--- config.mk ---
export PLATFORM = sky130hd
export DESIGN_NAME = mult_div_unit_flat
export DESIGN_NICKNAME = d
export VERILOG_FILES = /design/src/rtl/mult_div_unit_if.sv /design/src/rtl/mult_div_unit.sv /design/src/flat_wrapper.sv
export SDC_FILE = /design/constraint.sdc
export NUM_CORES = 1
export LEC_CHECK = 0
export BUFFER_PORTS_ARGS = -buffer_cell sky130_fd_sc_hd__buf_2
export CORE_ASPECT_RATIO = 0.75
export CORE_MARGIN = 10
export CORE_UTILIZATION = 35
export CTS_CLUSTER_DIAMETER = 60
export DETAILED_ROUTE_END_ITERATION = 6
export PLACE_DENSITY = 0.55
export SYNTH_ARGS = -nofsm -noshare
export SYNTH_HDL_FRONTEND = slang
export SYNTH_SLANG_ARGS = --single-unit
--- constraint.sdc ---
create_clock -name clock -period 12.8 [get_ports clock]
set_clock_uncertainty 0.2 [all_clocks]
set_input_delay 3.2 -clock clock [delete_from_list [all_inputs] [get_ports clock]]
set_output_delay 3.2 -clock clock [all_outputs]
set_load 0.05 [all_outputs]
--- src/rtl/mult_div_unit_if.sv ---
// rtl/mult_div_unit_if.sv - operand/start/result bundle between the control unit and mult_div_unit
interface mult_div_unit_if #(parameter int WIDTH = 32);
  logic [WIDTH-1:0] A;
  logic [WIDTH-1:0] B;
  logic             IniciaMult;
  logic             IniciaDiv;
  logic             Ocupado;
  logic             Pronto;
  logic             DivZero;
  logic [WIDTH-1:0] Hi;
  logic [WIDTH-1:0] Lo;

  modport master (
    output A, B, IniciaMult, IniciaDiv,
    input  Ocupado, Pronto, DivZero, Hi, Lo
  );

  modport slave (
    input  A, B, IniciaMult, IniciaDiv,
    output Ocupado, Pronto, DivZero, Hi, Lo
  );
endinterface

--- src/rtl/mult_div_unit.sv ---
// rtl/mult_div_unit.sv - sequential signed multiply (radix-2 Booth) / restoring divide unit
module mult_div_unit #(
  parameter int WIDTH = 32
) (
  input logic           clock,
  input logic           reset,
  mult_div_unit_if.slave bus
);
  localparam int CW = $clog2(WIDTH + 1);

  typedef enum logic [1:0] {OCIOSO, MULT, DIV, FIM} stateType;

  stateType         state, nextState;
  logic [CW-1:0]    counter;
  // acc and mcand carry one extra bit so subtracting the most-negative multiplicand cannot overflow
  logic [WIDTH:0]   acc, mcand;
  logic [WIDTH-1:0] mq;
  logic             qm1, negQuo, negRem;
  logic [WIDTH-1:0] hiReg, loReg;
  logic             divZeroReg;

  logic             startMult, startDiv, startDivZero, lastIter;
  logic [WIDTH:0]   boothSum, multAcc, divShift, divRem;
  logic [WIDTH-1:0] multMq, quoNext, absA, absB;
  logic             divFits;

  always_comb begin
    startMult    = (state == OCIOSO) && bus.IniciaMult;
    startDiv     = (state == OCIOSO) && !bus.IniciaMult && bus.IniciaDiv && (bus.B != '0);
    startDivZero = (state == OCIOSO) && !bus.IniciaMult && bus.IniciaDiv && (bus.B == '0);
    lastIter     = (counter == CW'(1));
  end

  always_ff @(posedge clock or posedge reset) begin
    if (reset) state <= OCIOSO;
    else       state <= nextState;
  end

  always_comb begin
    nextState = state;
    case (state)
      OCIOSO: begin
        if (startMult)         nextState = MULT;
        else if (startDiv)     nextState = DIV;
        else if (startDivZero) nextState = FIM;
      end
      MULT:    if (lastIter) nextState = FIM;
      DIV:     if (lastIter) nextState = FIM;
      FIM:     nextState = OCIOSO;
      default: nextState = OCIOSO;
    endcase
  end

  always_comb begin
    absA = bus.A[WIDTH-1] ? -bus.A : bus.A;
    absB = bus.B[WIDTH-1] ? -bus.B : bus.B;

    boothSum = acc;
    case ({mq[0], qm1})
      2'b01:   boothSum = acc + mcand;
      2'b10:   boothSum = acc - mcand;
      default: boothSum = acc;
    endcase
    multAcc = {boothSum[WIDTH], boothSum[WIDTH:1]};
    multMq  = {boothSum[0], mq[WIDTH-1:1]};

    // During DIV, acc holds the remainder and mcand holds {0, |B|}
    divShift = {acc[WIDTH-1:0], mq[WIDTH-1]};
    divFits  = (divShift >= mcand);
    divRem   = divFits ? (divShift - mcand) : divShift;
    quoNext  = {mq[WIDTH-2:0], divFits};
  end

  always_ff @(posedge clock or posedge reset) begin
    if (reset) begin
      counter    <= '0;
      acc        <= '0;
      mcand      <= '0;
      mq         <= '0;
      qm1        <= 1'b0;
      negQuo     <= 1'b0;
      negRem     <= 1'b0;
      hiReg      <= '0;
      loReg      <= '0;
      divZeroReg <= 1'b0;
    end else begin
      case (state)
        OCIOSO: begin
          if (startMult) begin
            acc        <= '0;
            mq         <= bus.B;
            qm1        <= 1'b0;
            mcand      <= {bus.A[WIDTH-1], bus.A};
            counter    <= CW'(WIDTH);
            divZeroReg <= 1'b0;
          end else if (startDiv) begin
            acc        <= '0;
            mq         <= absA;
            mcand      <= {1'b0, absB};
            negQuo     <= bus.A[WIDTH-1] ^ bus.B[WIDTH-1];
            negRem     <= bus.A[WIDTH-1];
            counter    <= CW'(WIDTH);
            divZeroReg <= 1'b0;
          end else if (startDivZero) begin
            divZeroReg <= 1'b1;
          end
        end
        MULT: begin
          acc     <= multAcc;
          mq      <= multMq;
          qm1     <= mq[0];
          counter <= counter - CW'(1);
          if (lastIter) begin
            hiReg <= multAcc[WIDTH-1:0];
            loReg <= multMq;
          end
        end
        DIV: begin
          acc     <= divRem;
          mq      <= quoNext;
          counter <= counter - CW'(1);
          if (lastIter) begin
            hiReg <= negRem ? -divRem[WIDTH-1:0] : divRem[WIDTH-1:0];
            loReg <= negQuo ? -quoNext : quoNext;
          end
        end
        default: ;
      endcase
    end
  end

  assign bus.Ocupado = (state == MULT) || (state == DIV);
  assign bus.Pronto  = (state == FIM);
  assign bus.DivZero = divZeroReg;
  assign bus.Hi      = hiReg;
  assign bus.Lo      = loReg;
endmodule

--- src/flat_wrapper.sv ---
// flat-port wrapper written by rule: the top's interface ports become plain ports
module mult_div_unit_flat 
#(
  parameter int WIDTH = 32
)
  (clock, reset, bus_A, bus_B, bus_IniciaMult, bus_IniciaDiv, bus_Ocupado, bus_Pronto, bus_DivZero, bus_Hi, bus_Lo);
  mult_div_unit_if #(.WIDTH(WIDTH)) bus_i ();
  input logic clock;
  input logic reset;
  input wire logic [$bits(bus_i.A)-1:0] bus_A;
  input wire logic [$bits(bus_i.B)-1:0] bus_B;
  input wire logic [$bits(bus_i.IniciaMult)-1:0] bus_IniciaMult;
  input wire logic [$bits(bus_i.IniciaDiv)-1:0] bus_IniciaDiv;
  output wire logic [$bits(bus_i.Ocupado)-1:0] bus_Ocupado;
  output wire logic [$bits(bus_i.Pronto)-1:0] bus_Pronto;
  output wire logic [$bits(bus_i.DivZero)-1:0] bus_DivZero;
  output wire logic [$bits(bus_i.Hi)-1:0] bus_Hi;
  output wire logic [$bits(bus_i.Lo)-1:0] bus_Lo;
  assign bus_i.A = bus_A;
  assign bus_i.B = bus_B;
  assign bus_i.IniciaMult = bus_IniciaMult;
  assign bus_i.IniciaDiv = bus_IniciaDiv;
  assign bus_Ocupado = bus_i.Ocupado;
  assign bus_Pronto = bus_i.Pronto;
  assign bus_DivZero = bus_i.DivZero;
  assign bus_Hi = bus_i.Hi;
  assign bus_Lo = bus_i.Lo;
  mult_div_unit #(.WIDTH(WIDTH)) u_core (.clock(clock), .reset(reset), .bus(bus_i));
endmodule
==> impl_metrics.py <==
metrics = {
    "run_status": {
        "outcome": "completed",
    },
    "timing": {
        "relSlewSlack_pct": 25.1,
        "rsz0062_at_grt": "false",
        "hold_violations": 0,
        "tns_ns": 0,
        "maxSlewViolCount": 0,
        "finalCriticalPeriod_ns": 7.86,
        "whs_ns": 0.274,
        "fin_crit_sh_pct": 61.4,
        "fmax_mhz": 127,
        "worst_slew_pin_slew_ns": 1.12,
        "setup_viol": 0,
    },
    "grt": {
        "grt_overflow_total": 0,
        "grt_pass1_wl_um": 94300,
        "grt_pass1_vias": 14800,
        "grt_max_degree": 107,
        "antenna_found_initial": 1,
        "grtUsageTotal_pct": 21.3,
    },
    "synthesis": {
        "synth_top_area_share_pct": 26.3,
        "ys.flop_type": "dfrtp_1",
        "yosysTopAreaCell": "dfrtp_1",
        "syn_inst": 2199,
        "syn-cell-area_um2": 16500,
        "synth_area_leaders": "dfrtp_1 (26%), o21ai_0 (8.0%), nand2_1 (6.9%), ha_1 (5.9%), xor2_1 (5.7%)",
        "ys_warn_count": 0,
        "syn_avg_cell_area_um2": 7.52,
        "seq_area_frac_synth_pct": 26.3,
        "synth_nets": 2347,
        "synth_top_cells_by_count": "nand2_1 (302), o21ai_0 (263), dfrtp_1 (174), a21oi_1 (169), nor2_1 (166)",
        "synth.distinct_cells": 93,
        "synthArstFlopShare_pct": 100,
        "synth-edff-count": 0,
        "post-synth-top-count-cell": "nand2_1",
        "ys_ff_latch": 174,
    },
    "drt": {
        "drc_errors": 0,
        "drt-initial-drc-count": 1862,
        "post_drt_wl_per_cell_um": 22.0,
        "route.met3.wl_um": 5930,
        "wl_met1_um": 31600,
        "ant_nets": 0,
        "drt_wl_total_um": 62700,
        "dr.pass1.iters": 5,
        "dr.max_layer_used": "met5",
        "wl_met2_um": 24500,
        "via_per_inst": 5.87,
        "vias": 16700,
    },
    "clock_tree": {
        "cts.sinks": 174,
        "cts_buffers": 17,
        "hold_buffers": 0,
        "post_cts_buffers": 0,
        "insertion_delay_ns": 0.47,
        "h-tree-depth": 4,
        "cts_tree": "done",
        "clock-root-buffer": "clkbuf_16",
        "clk_transition_reported_paths_ns": 0.07,
        "clk_path_buf_depth": 2,
        "ctsResizeCount": 0,
    },
    "floorplan": {
        "die_area_um2": 56400,
        "core_area_um2": 46400,
        "initial_core_util_pct": 35.7,
        "fp.dieH_um": 208,
        "die_x_um": 271,
        "boundaryPins": 135,
        "rows": 68,
    },
    "setup_path": {
        "required_ns": 12.94,
        "worstPathMaxFanout": 63,
        "critPathLaunchType": "input pin",
        "critical_path_class": "input pin to register",
        "worstPathCellList": "buf_2, or3_1, or3_1, or3_1, or3_1, or4_1, nor4_1, or2_2, a21oi_1, buf_4, nand2_1, o21ai_0, o21bai_1",
        "crit_path_top_delay_cell": "or2_2",
        "cp-end-kind": "register",
        "path_delay_family": "simple AND/OR/NAND/NOR gates",
        "path_buf_inv": 2,
        "max_stage_delay_ns": 0.89,
        "cp.arrival_ns": 8.01,
        "cpMostUsedCell": "or3_1",
    },
    "hold_path": {
        "hold_class": "register to register",
    },
    "final_layout": {
        "stdcell_count": 2848,
        "area_delta_synth_final_pct": 8.74,
        "finish.utilization_pct": 38.8,
        "final_nets": 2354,
        "drive_gt1_share_pct": 10.0,
        "multiInputGateArea_um2": 11200,
        "seq_area_um2": 4350,
        "diodes": 0,
        "nFillCells": 4844,
    },
    "job": {
        "cap_viol_max_count": 0,
    },
    "place": {
        "port_buffers": 134,
        "routabilityCongestion": 0.943,
        "dp_hpwl_um": 49000,
        "dp.cells": 2817,
    },
}
## sequential cells by signal, summed over array words and instances (netlist names)
name,flops
u_core.mq,32
u_core.counter,6
u_core.mcand,33
u_core.bus.Lo,32
u_core.negQuo,1
u_core.negRem,1
u_core.bus.Hi,32
u_core.acc,33
u_core.bus.DivZero,1
u_core.qm1,1
u_core.state,2
## cell usage in the layout, fill, tap and decap left out, drive strengths merged, types with 12 or more instances in the layout
cell type  count
a211oi        40
a21o          29
a21oi        169
a221o         12
a221oi        29
a22oi         16
a31oi         27
and3          13
buf          146
clkbuf        18
dfrtp        174
ha            78
inv           89
mux2i         22
nand2        302
nand2b        24
nand3         36
nand4         23
nor2         166
nor2b         13
nor3          42
nor4          13
o211ai        15
o21ai        265
o22ai         12
o31ai         74
o41ai         14
or3           20
or4           20
xnor2         88
xor2         107
## logic make-up after synthesis
group                    after synthesis  share of synthesized area (%)
adder cells (fa/ha/maj)               80                           6.14
AO/OA/AOI/OAI                        768                           29.2
XOR/XNOR                             195                           10.3
AND/OR/NAND/NOR                      717                           20.2
multiplexers                          25                           1.54
buffers and inverters                240                           6.29
flip-flops                           174                           26.3
## stage by stage
stage                     setup WS (ns)  instance area (um^2)
after global placement             4.62                 17400
after floorplan                    4.68                 16500
final                              4.94                 18000
after detailed placement           4.51                 17400
after global routing               4.51                 18000
after CTS                          4.99                 18000
## area by class of cell
type,instances,area share (%)
inverter,82,1.77
multi-input combinational,1785,62.2
clock inverter,13,0.828
tap,630,4.38
clock buffer,18,2.39
timing repair buffer,146,4.23
sequential,174,24.2
## per-layer routing
layer  track usage [%]  vias up
met5                 0        -
li1                  -     7957
met3              4.79       34
met1              33.9     8043
met4              3.64        2
met2              28.0      677
## final timing paths
path                            depth (start not counted)         startpoint           endpoint  slack (ns)
max in group asynchronous                               4              reset  u_core.bus.Lo[25]        7.88
worst max register to register                         18   u_core.mcand[19]  u_core.bus.Hi[24]        6.68
worst min-delay path                                    2  u_core.bus.Lo[22]  u_core.bus.Lo[22]        0.27
worst max-delay path                                   13          bus_B[14]     u_core.acc[32]        4.94
worst min register to register                          2  u_core.bus.Lo[22]  u_core.bus.Lo[22]        0.27
min in group asynchronous                               2              reset   u_core.mcand[10]        2.62
## worst register-to-register path: cells and delay by family, from the launching register on
family,cells,cell delay [ns]
flip-flops,1,0.53
buffers and inverters,2,0.24
adder cells (fa/ha/maj),2,0.74
AND/OR/NAND/NOR,8,2.89
AO/OA/AOI/OAI,6,1.43
Power is not shown: default switching activity piles up to over one toggle a cycle in this logic, so the estimate is an artifact.
